**config.mk**
```make
export PLATFORM = sky130hd
export DESIGN_NAME = scale_pipe_unit
export DESIGN_NICKNAME = d
export VERILOG_FILES = /design/src/rtl/scale_pipe_unit.sv
export SDC_FILE = /design/constraint.sdc
export NUM_CORES = 2
export LEC_CHECK = 0
export ABC_AREA = 1
export CORE_UTILIZATION = 55
export DETAILED_ROUTE_END_ITERATION = 12
export PLACE_DENSITY = 0.75
export REMOVE_ABC_BUFFERS = 1
export SYNTH_ARGS = -nofsm -noshare
export SYNTH_HDL_FRONTEND = slang
export SYNTH_SLANG_ARGS = --single-unit
```
**constraint.sdc**
```tcl
create_clock -name clk -period 5.8 [get_ports clk]
set_clock_uncertainty 0.1 [all_clocks]
set_input_delay 1.16 -clock clk [delete_from_list [all_inputs] [get_ports clk]]
set_output_delay 1.16 -clock clk [all_outputs]
set_load 0.01 [all_outputs]
```
**src/rtl/scale_pipe_unit.sv**
```systemverilog
// Two-stage per-lane constant scaler with valid/ready flow control and a saturation event counter.
// Define SCALE_PIPE_ROUND_EN for round-half-up reduction; the default build truncates toward -infinity.
module scale_pipe_unit #(
    parameter int WIDTH = 16,
    parameter int LANES = 8
) (
    input  logic                     clk,
    input  logic                     rst_n,
    input  logic                     in_valid,
    output logic                     in_ready,
    input  logic [2:0]               mode,
    input  logic [LANES*WIDTH-1:0]   in_data,
    output logic                     out_valid,
    input  logic                     out_ready,
    output logic [LANES*WIDTH-1:0]   out_data,
    output logic                     out_sat,
    input  logic                     clr_count,
    output logic [15:0]              sat_count
);

    // Product width: 8 fraction bits plus headroom for the x2 mode.
    localparam int PW = WIDTH + 10;

`ifdef SCALE_PIPE_ROUND_EN
    localparam logic signed [PW-1:0] RND_BIAS = PW'(128);
`else
    localparam logic signed [PW-1:0] RND_BIAS = '0;
`endif

    localparam logic signed [PW-1:0]    SAT_MAX = {{11{1'b0}}, {(WIDTH-1){1'b1}}};
    localparam logic signed [PW-1:0]    SAT_MIN = {{11{1'b1}}, {(WIDTH-1){1'b0}}};
    localparam logic [WIDTH-1:0]        OUT_MAX = {1'b0, {(WIDTH-1){1'b1}}};
    localparam logic [WIDTH-1:0]        OUT_MIN = {1'b1, {(WIDTH-1){1'b0}}};

    logic                   s1_valid_reg;
    logic [LANES*PW-1:0]    s1_prod_reg;
    logic [LANES*PW-1:0]    s1_prod_next;
    logic                   s2_valid_reg;
    logic [LANES*WIDTH-1:0] s2_data_reg;
    logic [LANES*WIDTH-1:0] s2_data_next;
    logic                   s2_sat_reg;
    logic [LANES-1:0]       lane_sat;
    logic [15:0]            sat_count_reg;

    logic s2_load;
    logic accept;
    logic deliver;

    assign s2_load   = !s2_valid_reg || out_ready;
    assign in_ready  = !s1_valid_reg || s2_load;
    assign accept    = in_valid && in_ready;
    assign deliver   = s2_valid_reg && out_ready;

    assign out_valid = s2_valid_reg;
    assign out_data  = s2_data_reg;
    assign out_sat   = s2_sat_reg;
    assign sat_count = sat_count_reg;

    generate
        for (genvar gi = 0; gi < LANES; gi++) begin : g_lane
            logic signed [PW-1:0] x_ext;
            logic signed [PW-1:0] prod;
            logic signed [PW-1:0] biased;
            logic signed [PW-1:0] shifted;
            logic [WIDTH-1:0]     lane_out;
            logic                 lane_sat_bit;

            assign x_ext = {{10{in_data[gi*WIDTH+WIDTH-1]}}, in_data[gi*WIDTH +: WIDTH]};

            // Exact product with 8 fraction bits, built from shifted copies of x.
            always_comb begin
                prod = x_ext <<< 8;
                case (mode)
                    3'b001:  prod = x_ext <<< 7;
                    3'b010:  prod = (x_ext <<< 7) + (x_ext <<< 5) + (x_ext <<< 4);
                    3'b011:  prod = (x_ext <<< 7) + (x_ext <<< 5) + (x_ext <<< 4)
                                  + (x_ext <<< 2) + x_ext;
                    3'b100:  prod = x_ext <<< 9;
                    default: prod = x_ext <<< 8;
                endcase
            end

            assign s1_prod_next[gi*PW +: PW] = prod;

            assign biased  = signed'(s1_prod_reg[gi*PW +: PW]) + RND_BIAS;
            assign shifted = biased >>> 8;

            always_comb begin
                lane_out     = shifted[WIDTH-1:0];
                lane_sat_bit = 1'b0;
                if (shifted > SAT_MAX) begin
                    lane_out     = OUT_MAX;
                    lane_sat_bit = 1'b1;
                end else if (shifted < SAT_MIN) begin
                    lane_out     = OUT_MIN;
                    lane_sat_bit = 1'b1;
                end
            end

            assign s2_data_next[gi*WIDTH +: WIDTH] = lane_out;
            assign lane_sat[gi]                    = lane_sat_bit;
        end
    endgenerate

    always_ff @(posedge clk) begin
        if (!rst_n) begin
            s1_valid_reg  <= 1'b0;
            s1_prod_reg   <= '0;
            s2_valid_reg  <= 1'b0;
            s2_data_reg   <= '0;
            s2_sat_reg    <= 1'b0;
            sat_count_reg <= '0;
        end else begin
            if (accept) begin
                s1_valid_reg <= 1'b1;
                s1_prod_reg  <= s1_prod_next;
            end else if (s2_load) begin
                s1_valid_reg <= 1'b0;
            end

            if (s2_load) begin
                s2_valid_reg <= s1_valid_reg;
                if (s1_valid_reg) begin
                    s2_data_reg <= s2_data_next;
                    s2_sat_reg  <= |lane_sat;
                end
            end

            // Clear takes priority; the count sticks at all-ones.
            if (clr_count) begin
                sat_count_reg <= '0;
            end else if (deliver && s2_sat_reg && (sat_count_reg != 16'hFFFF)) begin
                sat_count_reg <= sat_count_reg + 16'd1;
            end
        end
    end

endmodule

```
==> flow_summary.json <==
{
  "r2r_start": "out_valid",
  "drive_gt1_share_pct": 4.54,
  "synthCells": 6400,
  "cts.sinks": 291,
  "outcome": "complete, no violations",
  "synth.most_common_cell": "nand2_1",
  "insertion_delay_ps": 570,
  "ir_worst_vdd_mv": 0.235,
  "reg2reg_slack_ps": 3140,
  "critPathBufInv": 2,
  "dieHeight_um": 270,
  "avgSynthCellArea_um2": 6.16,
  "max-clock-path-buffers": 3,
  "timing.fmax_ghz": 0.184,
  "synth_area_leaders": "nand2_1 19%, dfxtp_1 15%, ha_1 12%",
  "worstPathArrival_ps": 5740,
  "maxCapViolations": 0,
  "relSlewSlack_pct": 25.6,
  "hold_end": "s1_prod_reg[35]",
  "initial_core_util_pct": 55.9,
  "yosys_warnings": 0,
  "clk_pin_slew_ps": 60,
  "path_common_cell": "nand2_1",
  "post_cts_buffers": 0,
  "r2r_end": "s1_prod_reg[164]",
  "fp.dieW_um": 270,
  "slowest_stage": "clkdlybuf4s50_1",
  "yosys.area_share.simple_pct": 33.3,
  "root_buffer": "clkbuf_16",
  "wl_um": 130000,
  "muxShareOfSynthArea_pct": 0,
  "min_period_ps": 5430,
  "grt_pass1_vias": 40100,
  "avgViaCountPerCell": 5.53,
  "critical_path_class": "in -> reg",
  "fin_crit_sh_pct": 93.7,
  "largest_register_ffs": 144,
  "fill_cells": 6821,
  "synth_common_cells": "1,978 x nand2_1, 1,068 x inv_1, 686 x a21oi_1",
  "drc": 0,
  "wl_per_cell_um": 16.8,
  "ys_seq_area_share_pct": 14.8,
  "fin_setup_tns_ps": 0,
  "critical_path_peak_fanout": 7,
  "hpwlAfterDp_um": 103000,
  "leakage_nw": 23.1,
  "gr-total-overflow": 0,
  "end_kind": "flip-flop",
  "drtAntennaViolNets": 0,
  "synth_top_family_by_area": "simple AND/OR/NAND/NOR gates",
  "hold_path.startpoint": "s1_prod_reg[35]",
  "synth_edf_count": 0,
  "path_delay_family": "simple AND/OR/NAND/NOR gates",
  "finalSetupViolCount": 0,
  "ys_seq_elements": 291,
  "fin_cells": 7705,
  "synth_compound_area_share_pct": 15.6,
  "min_path_type": "reg -> reg",
  "synth_async_sr_flop_share_pct": 0,
  "syn_to_final_growth_pct": 15.3,
  "grt_pass1_wl_um": 208000,
  "synth.largest_area_cell": "nand2_1",
  "critPathRequiredTime_ps": 6100,
  "hold_path_depth": 2,
  "ctsResizeCount": 0,
  "worst_pin_slew_ps": 1110,
  "grt_use_total_pct": 34.9,
  "worst_r2r_path_depth": 6,
  "cts_buffers": 37,
  "synth_cell_type_count": 44,
  "drt-initial-drc-count": 3650,
  "io_buffer_count": 282,
  "hold_violations": 0,
  "nets": 7461,
  "post-synth-top-area-fraction_pct": 18.8,
  "ys.flop_type": "dfxtp_1",
  "critPathMaxStageDelay_ps": 700,
  "grt_max_degree": 156,
  "ctsHoldBuffers": 0,
  "dp_cells": 7633,
  "start_kind": "input pin",
  "synth-xor-area-share_pct": 1.11,
  "routabilityCongestion": 0.966,
  "ios": 283,
  "power.density_nw_per_um2": 321,
  "die_area_um2": 72700,
  "dr.pass1.iters": 6,
  "netlist_area_um2": 39400,
  "htreeDepth": 2,
  "slew_violations": 0,
  "rows": 97,
  "vias": 42600,
  "synth_fa_ha_area_share_pct": 22.9,
  "core_area_um2": 70500,
  "cts_tree": "done",
  "rsz0062_at_grt": "no",
  "antenna_found_initial": 15
}
-- worst reg2reg max path, cell delays in order (launching register included) --
cell	delay [ps]
dfxtp_1	380
nand3_1	200
nand2_4	580
inv_1	690
buf_4	400
nand2_1	120
a21oi_1	70
-- worst max path at each step --
stage / from / to / slack, ps / cells past startpoint
floorplan: out_ready / s1_prod_reg[35] / -1350 / 6
global route: in_data[72] / s1_prod_reg[126] / 20 / 22
finish: in_data[65] / s1_prod_reg[126] / 370 / 25
global placement: in_data[73] / s1_prod_reg[126] / -150 / 23
detailed placement: in_data[65] / s1_prod_reg[126] / -130 / 25
CTS: in_data[65] / s1_prod_reg[126] / 460 / 25
-- power breakdown --
part	switching (mW)	internal, mW	total, mW
Sequential	0.0807	2.14	2.22
Clock	0.980	1.49	2.47
Combinational	6.30	3.58	9.87
-- per-layer routing --
| layer | wire length (um) | up-vias | share of wire, % | track usage [%] |
|---|---|---|---|---|
| met3 | 9550 | 267 | 7.4 | 5.33 |
| met1 | 58200 | 19500 | 45 | 47.7 |
| met5 | 103 | - | 0.079 | 0 |
| met4 | 4500 | 18 | 3.5 | 11.9 |
| met2 | 57300 | 1536 | 44 | 56.1 |
| li1 | - | 21300 | - | - |
-- metrics by stage --
step	util [%]	hold slack, ps	area, um2	total power, mW	setup WS [ps]
after floorplan	-	342	38600	9.25	-1350
after global placement	62.6	348	44100	11.8	-147
after detailed placement	62.6	352	44100	11.9	-126
after CTS	64.4	361	45400	14.5	456
after global routing	64.4	374	45400	16.0	17.5
final	64.4	360	45400	14.6	368
-- cell type report --
class | count | area (um2) | share of cell area [%]
clock inverter | 15 | 200 | 0.441
multi-input combinational | 4856 | 28800 | 63.4
tap | 940 | 1180 | 2.59
sequential | 291 | 5830 | 12.8
timing repair buffer | 470 | 4290 | 9.43
inverter | 1076 | 4050 | 8.92
clock buffer | 51 | 1080 | 2.38
antenna | 6 | 15.0 | 0.0330
-- cells in the final DEF, fill, tap and decap left out, drive strengths merged, types with 16 or more instances in the layout --
| cell | instances |
|---|---|
| nor3 | 56 |
| o21ai | 258 |
| clkbuf | 51 |
| dfxtp | 291 |
| xnor2 | 24 |
| inv | 1080 |
| buf | 188 |
| nor2 | 300 |
| o211ai | 26 |
| nand3b | 88 |
| o21bai | 19 |
| nand4 | 32 |
| and2 | 75 |
| ha | 377 |
| or2 | 41 |
| a21oi | 686 |
| and3 | 16 |
| nand2 | 1979 |
| nand3 | 478 |
| nor4 | 23 |
| clkdlybuf4s50 | 281 |
| a221oi | 90 |
| xor2 | 26 |
| fa | 216 |
-- cells by family after synthesis --
group / after synthesis
xor+xnor: 50
compound gates: 1122
fa+ha+maj: 593
flops: 291
simple gates: 3091
buf+inv: 1253
Power figures use the tool's default switching activity.
